[src/rtl/rt_ibex_hws_sequencer_pkg.sv]
// Shared types and constants for the RT-IBEX hardware-stacking sequencer.
package rt_ibex_hws_sequencer_pkg;

    typedef enum logic {
        HWS_SAVE    = 1'b0,
        HWS_RESTORE = 1'b1
    } hw_stacking_mode_t;

    typedef enum logic [2:0] {
        HWS_SEQ_IDLE      = 3'd0,
        HWS_SEQ_RUN       = 3'd1,
        HWS_SEQ_WAIT_IDLE = 3'd2,
        HWS_SEQ_SAVE_GO   = 3'd3,
        HWS_SEQ_SAVE_BUSY = 3'd4,
        HWS_SEQ_MRET_CHK  = 3'd5,
        HWS_SEQ_RST_GO    = 3'd6,
        HWS_SEQ_RST_BUSY  = 3'd7
    } hws_seq_state_e;

    localparam int HWS_NEST_DEPTH = 4;

    // Plain-vector mirrors of the state encoding for the FSM register.
    localparam logic [2:0] ST_IDLE      = 3'd0;
    localparam logic [2:0] ST_RUN       = 3'd1;
    localparam logic [2:0] ST_WAIT_IDLE = 3'd2;
    localparam logic [2:0] ST_SAVE_GO   = 3'd3;
    localparam logic [2:0] ST_SAVE_BUSY = 3'd4;
    localparam logic [2:0] ST_MRET_CHK  = 3'd5;
    localparam logic [2:0] ST_RST_GO    = 3'd6;
    localparam logic [2:0] ST_RST_BUSY  = 3'd7;

endpackage

[src/rtl/rt_ibex_hws_lvl_stack.sv]
// LIFO of preempted execution levels; one entry per nested handler.
module rt_ibex_hws_lvl_stack
    import rt_ibex_hws_sequencer_pkg::*;
#(
    parameter int NEST_DEPTH = HWS_NEST_DEPTH,
    parameter int LVL_W      = 4,
    parameter int DW         = $clog2(NEST_DEPTH + 1)
) (
    input  logic             clk_i,
    input  logic             rst_ni,
    input  logic             push_i,
    input  logic [LVL_W-1:0] push_lvl_i,
    input  logic             pop_i,
    output logic [LVL_W-1:0] top_o,
    output logic [DW-1:0]    depth_o,
    output logic             full_o,
    output logic             empty_o
);

    logic [LVL_W-1:0] mem_q [NEST_DEPTH];
    logic [DW-1:0]    depth_q;

    assign full_o  = (depth_q == DW'(NEST_DEPTH));
    assign empty_o = (depth_q == '0);
    assign depth_o = depth_q;

    always_comb begin
        top_o = '0;
        for (int i = 0; i < NEST_DEPTH; i++) begin
            if (depth_q == DW'(i + 1)) top_o = mem_q[i];
        end
    end

    // Illegal push/pop requests are dropped so the stack never wraps.
    always_ff @(posedge clk_i or negedge rst_ni) begin
        if (!rst_ni) begin
            depth_q <= '0;
            for (int i = 0; i < NEST_DEPTH; i++) mem_q[i] <= '0;
        end else if (push_i && !full_o) begin
            for (int i = 0; i < NEST_DEPTH; i++) begin
                if (depth_q == DW'(i)) mem_q[i] <= push_lvl_i;
            end
            depth_q <= depth_q + 1'b1;
        end else if (pop_i && !empty_o) begin
            depth_q <= depth_q - 1'b1;
        end
    end

    a_no_push_full: assert property (@(posedge clk_i) disable iff (!rst_ni) !(push_i && full_o));
    a_no_pop_empty: assert property (@(posedge clk_i) disable iff (!rst_ni) !(pop_i && empty_o));

endmodule

[src/rtl/rt_ibex_hws_sequencer.sv]
// Interrupt entry/exit sequencer: drives the stacking-unit handshake, tracks
// nesting levels and tail-chains a pending irq on MRET.
module rt_ibex_hws_sequencer
    import rt_ibex_hws_sequencer_pkg::*;
#(
    parameter int NEST_DEPTH = HWS_NEST_DEPTH,
    parameter int LVL_W      = 4,
    parameter int ID_W       = 5,
    localparam int DW        = $clog2(NEST_DEPTH + 1)
) (
    input  logic             clk_i,
    input  logic             rst_ni,
    input  logic             irq_valid_i,
    input  logic [ID_W-1:0]  irq_id_i,
    input  logic [LVL_W-1:0] irq_lvl_i,
    input  logic             mret_i,
    input  logic             pipe_idle_i,
    output logic             hws_start_o,
    output logic             hws_mode_o,
    input  logic             hws_done_i,
    output logic             hws_ack_o,
    output logic             fetch_halt_o,
    output logic             irq_ack_o,
    output logic [ID_W-1:0]  irq_ack_id_o,
    output logic             pc_set_vec_o,
    output logic             pc_set_ret_o,
    output logic [LVL_W-1:0] cur_lvl_o,
    output logic [DW-1:0]    depth_o
);

    logic [2:0]       state_q, state_d;
    logic [LVL_W-1:0] cur_lvl_q, cur_lvl_d;
    logic [LVL_W-1:0] lvl_q;
    logic [ID_W-1:0]  id_q;
    logic             push, pop;
    logic [LVL_W-1:0] top_lvl;
    logic             stk_full, stk_empty;
    logic             take, tail;

    rt_ibex_hws_lvl_stack #(
        .NEST_DEPTH(NEST_DEPTH),
        .LVL_W     (LVL_W)
    ) u_lvl_stack (
        .clk_i     (clk_i),
        .rst_ni    (rst_ni),
        .push_i    (push),
        .push_lvl_i(cur_lvl_q),
        .pop_i     (pop),
        .top_o     (top_lvl),
        .depth_o   (depth_o),
        .full_o    (stk_full),
        .empty_o   (stk_empty)
    );

    assign take = irq_valid_i && (irq_lvl_i > cur_lvl_q) && !stk_full;
    // Tail-chain compares against the level MRET would return to, not the current one.
    assign tail = irq_valid_i && (irq_lvl_i > top_lvl);

    assign cur_lvl_o  = cur_lvl_q;
    assign hws_mode_o = (state_q == ST_RST_GO || state_q == ST_RST_BUSY) ? HWS_RESTORE : HWS_SAVE;

    always_comb begin
        state_d      = state_q;
        cur_lvl_d    = cur_lvl_q;
        hws_start_o  = 1'b0;
        hws_ack_o    = 1'b0;
        fetch_halt_o = 1'b0;
        irq_ack_o    = 1'b0;
        irq_ack_id_o = '0;
        pc_set_vec_o = 1'b0;
        pc_set_ret_o = 1'b0;
        push         = 1'b0;
        pop          = 1'b0;
        case (state_q)
            ST_IDLE, ST_RUN: begin
                if (mret_i && !stk_empty) state_d = ST_MRET_CHK;
                else if (take)            state_d = ST_WAIT_IDLE;
            end
            ST_WAIT_IDLE: begin
                fetch_halt_o = 1'b1;
                if (!take)            state_d = ST_RUN;
                else if (pipe_idle_i) state_d = ST_SAVE_GO;
            end
            ST_SAVE_GO: begin
                // A stale done from the unit would alias the new request; hold off.
                fetch_halt_o = 1'b1;
                hws_start_o  = !hws_done_i;
                if (!hws_done_i) state_d = ST_SAVE_BUSY;
            end
            ST_SAVE_BUSY: begin
                fetch_halt_o = 1'b1;
                if (hws_done_i) begin
                    hws_ack_o    = 1'b1;
                    push         = 1'b1;
                    cur_lvl_d    = lvl_q;
                    irq_ack_o    = 1'b1;
                    irq_ack_id_o = id_q;
                    pc_set_vec_o = 1'b1;
                    state_d      = ST_RUN;
                end
            end
            ST_MRET_CHK: begin
                fetch_halt_o = 1'b1;
                if (tail) begin
                    irq_ack_o    = 1'b1;
                    irq_ack_id_o = irq_id_i;
                    pc_set_vec_o = 1'b1;
                    cur_lvl_d    = irq_lvl_i;
                    state_d      = ST_RUN;
                end else begin
                    state_d = ST_RST_GO;
                end
            end
            ST_RST_GO: begin
                fetch_halt_o = 1'b1;
                hws_start_o  = !hws_done_i;
                if (!hws_done_i) state_d = ST_RST_BUSY;
            end
            ST_RST_BUSY: begin
                fetch_halt_o = 1'b1;
                if (hws_done_i) begin
                    hws_ack_o    = 1'b1;
                    pop          = 1'b1;
                    cur_lvl_d    = top_lvl;
                    pc_set_ret_o = 1'b1;
                    state_d      = ST_RUN;
                end
            end
            default: state_d = ST_IDLE;
        endcase
    end

    always_ff @(posedge clk_i or negedge rst_ni) begin
        if (!rst_ni) begin
            state_q   <= ST_IDLE;
            cur_lvl_q <= '0;
            lvl_q     <= '0;
            id_q      <= '0;
        end else begin
            state_q   <= state_d;
            cur_lvl_q <= cur_lvl_d;
            if (state_q == ST_WAIT_IDLE) begin
                lvl_q <= irq_lvl_i;
                id_q  <= irq_id_i;
            end
        end
    end

endmodule

[config.mk]
export PLATFORM = sky130hd
export DESIGN_NAME = rt_ibex_hws_sequencer
export DESIGN_NICKNAME = d
export VERILOG_FILES = /design/src/rtl/rt_ibex_hws_sequencer_pkg.sv /design/src/rtl/rt_ibex_hws_lvl_stack.sv /design/src/rtl/rt_ibex_hws_sequencer.sv
export SDC_FILE = /design/constraint.sdc
export NUM_CORES = 1
export LEC_CHECK = 0
export BUFFER_PORTS_ARGS = -buffer_cell sky130_fd_sc_hd__buf_2
export CELL_PAD_IN_SITES_DETAIL_PLACEMENT = 1
export CELL_PAD_IN_SITES_GLOBAL_PLACEMENT = 2
export CORE_MARGIN = 4
export CORE_UTILIZATION = 33
export CTS_CLUSTER_SIZE = 30
export DETAILED_ROUTE_END_ITERATION = 6
export PLACE_DENSITY = 0.81
export SYNTH_ARGS = -nofsm -noshare
export SYNTH_HDL_FRONTEND = slang
export SYNTH_SLANG_ARGS = --single-unit
export TNS_END_PERCENT = 5
[constraint.sdc]
create_clock -name clk_i -period 3 [get_ports clk_i]
set_clock_uncertainty 0.05 [all_clocks]
set_input_delay 0.3 -clock clk_i [delete_from_list [all_inputs] [get_ports clk_i]]
set_output_delay 0.3 -clock clk_i [all_outputs]
set_load 0.02 [all_outputs]
## Yosys cells after proc, flatten, opt, wreduce, memory -nomap -nowiden

Index checks and enable logic that the tools add are counted.

| storage, ports and cells | value |
|---|---|
| bits in latches | 0 |
| register bits after elaboration | 35 |
| memories | 0 |
| logic and storage cells | 87 |
| RAM bits | 0 |
| ROM bits | 0 |
| input port bits | 15 |

| operators by class | value |
|---|---|
| multipliers | 0 |
| order comparisons | 2 |
| reductions and logical operators | 24 |
| equality and inequality tests | 19 |
| divide/modulo/power cells | 0 |
| multiplexer cells | 31 |
| bitwise operators | 0 |
| $add $sub $neg | 2 |
| shifts and indexed selects | 0 |

Operators by type and width:

| cell | count |
|---|---|
| 2-to-1 mux 3 bit | 10 |
| 2-to-1 mux 4 bit | 7 |
| case mux 3 bit (6 select lines) | 1 |
| == test 3 bit (second input constant) | 5 |
| == test 3 x 2 -> 1 bit (second input constant) | 4 |
| case mux 4 bit (3 select lines) | 1 |
| 2-to-1 mux 5 bit | 2 |
| inequality test 2 bit (second input constant) | 5 |
| case mux 5 bit (2 select lines) | 1 |
| greater-than comparator 4 bit | 2 |
| 2-to-1 mux 1 bit | 8 |
| AND reduction 2 bit | 4 |
| == test 3 x 1 -> 1 bit (second input constant) | 2 |
| logical AND 1 bit | 6 |
| logical NOT 3 bit | 2 |
| inequality test 3 bit (second input constant) | 2 |
| OR reduction 2 bit | 3 |
| OR reduction 6 bit | 1 |
| AND reduction 5 bit | 1 |
| AND reduction 4 bit | 1 |
| adder 3 x 1 -> 3 bit (second input constant) | 1 |
| logical NOT 1 bit | 3 |
| nonzero test 3 bit | 1 |
| subtractor 3 x 1 -> 3 bit (second input constant) | 1 |
| other kinds (4) | 4 |

## Longest topological paths before layout

| depth | value |
|---|---|
| depth after elaboration | 9 |
| mapped depth | 15 |
| gate-level depth less buffers | 11 |

## Hierarchy

From an unflattened synthesis, not the netlist that was laid out.

| unflattened totals | value |
|---|---|
| cells, all modules | 209 |
| area total of the unflattened synthesis | 2233.4 µm² |

Modules (own cells, without submodules):

| module | area each (µm²) | times used | sequential area each (µm²) | cells an instance |
|---|---|---|---|---|
| rt_ibex_hws_sequencer | 1207.4 | 1 | 400.4 | 119 |
| rt_ibex_hws_lvl_stack | 1026.0 | 1 | 475.5 | 90 |

## Least setup slack after synthesis

Ideal clock, no wire load.

| timing | value |
|---|---|
| kind | register to output |
| from | reg u_lvl_stack.depth_q[0] (netlist: u_lvl_stack.depth_o[0]) |
| to | out pc_set_vec_o |
| required time | 2.650 ns |
| cell stages (with the launch flop) | 15 |
| slack | -0.397 ns |
| arrival time | 3.047 ns |
| buffers on the path | 3 |
| path through | dfrtp_1 -> ha_1 -> ha_1 -> clkbuf_1 -> and2b_2 -> a22o_2 -> a31oi_1 -> ha_1 -> nor2b_1 -> o211ai_1 -> a21oi_1 -> and2_1 -> clkbuf_1 -> nand2b_1 -> buf_4 |

| on the way | value |
|---|---|
| longest elaborated chain between the ends | 9 |

RTL lines:

| what | line | text |
|---|---|---|
| from (decl) | rt_ibex_hws_lvl_stack.sv:21 | `logic [DW-1:0] depth_q;` |
| from (signal assigned) | rt_ibex_hws_lvl_stack.sv:43 | `depth_q <= depth_q + 1'b1;` |
| from (signal assigned) | rt_ibex_hws_lvl_stack.sv:45 | `depth_q <= depth_q - 1'b1;` |
| == test 3 x 1 -> 1 bit | rt_ibex_hws_lvl_stack.sv:30 | `if (depth_q == DW'(i + 1)) top_o = mem_q[i];` |
| 2-to-1 mux 4 bit (3 in series) | rt_ibex_hws_lvl_stack.sv:30 |  |
| 2-to-1 mux 4 bit (*) | rt_ibex_hws_lvl_stack.sv:30 |  |
| greater-than comparator 4 bit (*) | rt_ibex_hws_sequencer.sv:57 | `assign tail = irq_valid_i && (irq_lvl_i > top_lvl);` |
| logical AND 1 bit (*) | rt_ibex_hws_sequencer.sv:57 |  |
| 2-to-1 mux 1 bit (*) | n/a |  |
| case mux 1 bit (2 select lines) (*) | n/a |  |
| to (decl) | rt_ibex_hws_sequencer.sv:25 | `output logic pc_set_vec_o,` |

Mark *: on every way between the ends. The rest lies on a longest branch, timed or not.

## Final worst setup path

| timing | value |
|---|---|
| from | reg u_lvl_stack.depth_q[0] (netlist: u_lvl_stack.depth_o[0]) |
| to | out irq_ack_id_o[0] |

| on the way | value |
|---|---|
| longest elaborated chain between the ends | 9 |

RTL lines:

| what | line | text |
|---|---|---|
| == test 3 x 1 -> 1 bit | rt_ibex_hws_lvl_stack.sv:30 |  |
| 2-to-1 mux 4 bit (3 in series) | rt_ibex_hws_lvl_stack.sv:30 |  |
| 2-to-1 mux 4 bit (*) | rt_ibex_hws_lvl_stack.sv:30 |  |
| greater-than comparator 4 bit (*) | rt_ibex_hws_sequencer.sv:57 |  |
| logical AND 1 bit (*) | rt_ibex_hws_sequencer.sv:57 |  |
| 2-to-1 mux 5 bit (*) | rt_ibex_hws_sequencer.sv:104 | `if (tail) begin` |
| case mux 5 bit (2 select lines) (*) | rt_ibex_hws_sequencer.sv:74 | `case (state_q)` |
| to (decl) | rt_ibex_hws_sequencer.sv:24 | `output logic [ID_W-1:0] irq_ack_id_o,` |

Marks and branches as above.

==> out/results.txt <==
Placer Congestion = 0.752
clk_lat worst skew = 290 ps
status = finished with violations
crit path kind = reg2out
Total GRT Usage = 0.152
slew margin rel. = 0.465
final layout net count = 289
Final min period = 3320 ps
CTS sink count = 35
Pwr per Cell Area = 1030 mW/mm^2
Max-cap violations = 0
Filler Cell Count = 731
final setup TNS = -2110 ps
Async S/R FF share, synth = 1.00
CP max-delay cell = dfrtp_2
vias per cell = 5.35
EDFF count, synth = 0
# diodes = 0
sequential share of the synthesized area = 0.393
P_leak = 1.35 nW
IO Port Bufs = 33
Hold Fails Final Rpt = 0
dpl ws = -264 ps
Yosys Warn Count = 0
routed wire length = 5.89 mm
commonest non-fill, non-tap cell in the layout = dfrtp_1
most frequent CP cell = ha_4
CP Cell Sequence = ha_4 -> ha_4 -> and2b_2 -> a22o_4 -> a31oi_4 -> ha_4 -> nor2b_4 -> o211ai_1 -> a21oi_2 -> and2_4 -> a22o_1 -> buf_6
Initial Util = 0.345
final worst slack = -315 ps
DRC errors left = 0
critical path arrival = 2970 ps
Synth Cell Area = 0.00223 sq mm
global-route wire length before repair = 10.1 mm
Syn Nets = 238
placed cells = 328
top_reg_cell synth = dfrtp_1
Clock Tree Buf Depth = 2
Core ar. = 0.00646 sq mm
total CTS buffers = 5
count of different cell masters after synthesis = 52
TritonCTS clock tree = built
wire per inst = 17.4 microns
row cnt = 29
VDD IR-drop max = 0.298 mV
H-Tree Depth = 2
Die Y = 90.2 microns
initial antenna violation count = 0
crit path max fanout = 6
Syn Inst Count = 209
crit-path max cell delay = 450 ps
die area = 0.00814 sq mm
Layout Cells excl Fill = 338
Critical Path End Type = output port
type of element launching the critical path = flip-flop
grt ovf = 0
layout cells sized above 1 = 0.475
clk root buf = clkbuf_8
Max Transition Viols Final = 0
post-DP HPWL = 4.55 mm
largest net degree at the start of global routing = 36
commonest non-fill, non-tap cells in the layout = dfrtp_1, mux2_2, buf_2, buf_4, a21oi_1
vias in the first global route = 1948
die width = 90.2 microns
class of the worst hold path = in2async
final antenna-violating net count = 0
DRT iter0 DRCs = 80
# setup viols final = 11
Worst Tran Pin Value = 803 ps
# hold bufs at CTS = 0
syn avg cell area = 10.7 sq um
detailed-route via count = 1807
fmax = 0.302 GHz
failing checks = setup timing
final worst path period share = 1.11
RSZ-0062 raised after global routing = yes
Required @ worst endpoint = 2650 ps
P&R area growth vs syn = 28.8%
I/O pin cnt = 34
clock input transition at the sequential cells of the worst setup and hold paths = 80 ps
first-pass iteration count of the detailed router = 4
Synth Register Bits = 35
## per-stage QoR
stage / instance area, sq um / utilization / hold WS, ps / total power [mW]
2_1_floorplan: 2290 / - / -45.6 / 1.96
3_3_place_gp: 2640 / 0.408 / 381 / 2.44
3_5_place_dp: 2640 / 0.408 / 397 / 2.50
4_1_cts: 2850 / 0.441 / 75.6 / 2.97
5_1_grt: 2870 / 0.445 / 111 / 3.20
6_report: 2870 / 0.445 / 39.3 / 2.96
## layer usage
layer  wire, microns  vias up  GRT usage
li1                -      874          -
met2            2810       23      0.251
met5               0        -          0
met4              74        0     0.0459
met1            2860      904      0.204
met3             151        6     0.0267
## final cells by class
type,count,area (sq um),share of cell area
multi-input cells,152,1380,0.481
inverters,11,41.3,0.0144
flip-flops and latches,35,880,0.306
repair buffers,55,379,0.132
clock inverters,3,25.0,0.00871
well taps,77,96.3,0.0336
clock buffers,5,68.8,0.0240
## state kept, by name, summed over array words and instances (netlist names)
name / count
lvl_q: 4
u_lvl_stack.mem_q: 16
cur_lvl_o: 4
state_q: 3
id_q: 5
u_lvl_stack.depth_o: 3
## synth_stat cells, drive strengths merged (3+ instances only)
cell,instances,share of area
dfrtp,35,0.39
buf,7,0.024
and3,3,0.0084
o21ai,4,0.0090
nor2,9,0.015
mux2,30,0.15
and2,4,0.012
nor2b,3,0.0084
a21oi,14,0.031
ha,14,0.079
inv,11,0.019
clkbuf,4,0.0067
a22o,7,0.029
nand2,10,0.017
o22ai,6,0.017
a221o,5,0.022
nor3,3,0.012
nand2b,5,0.014
## worst max-delay path: cells and delay by family (launching register included)
family | cells | cell delay [ps]
flops | 1 | 450
simple gates | 3 | 520
buf+inv | 1 | 140
compound gates | 5 | 980
fa+ha+maj | 3 | 580
## report_power, final
group / switching [mW] / internal (mW)
Clock: 0.195 / 0.166
Sequential: 0.227 / 0.679
Combinational: 0.833 / 0.861
Total: 1.25 / 1.71
## what timing repair did
item                                    in CTS  in global routing
resized for setup                           25                  3
endpoints found under the setup margin      11                 12
pin swaps                                   16                  2
endpoints found under the hold margin        0                  0
gates cloned                                 0                  0
buffers inserted                             2                  0
## worst paths after layout
path	from	cells after the start	slack (ps)	to
min	rst_ni	1	40	id_q[3]
max in group asynchronous	rst_ni	1	2300	u_lvl_stack.depth_o[0]
min reg2reg	lvl_q[3]	1	460	lvl_q[3]
min in group clk_i	irq_id_i[0]	2	200	id_q[0]
max	u_lvl_stack.depth_o[0]	12	-320	irq_ack_id_o[0]
max reg2reg	u_lvl_stack.depth_o[0]	14	-40	cur_lvl_o[3]
## cells by family after synthesis
logic type                 count (synthesis)  synth area share
AOI/OAI and AO/OA                         53             0.167
buffers and inverters                     22            0.0488
muxes                                     31             0.158
xor gates and xnor gates                   3            0.0118
DFF                                       35             0.393
and+or+nand+nor                           50             0.139
adders and majority gates                 15            0.0831
Power figures use the tool's default switching activity.
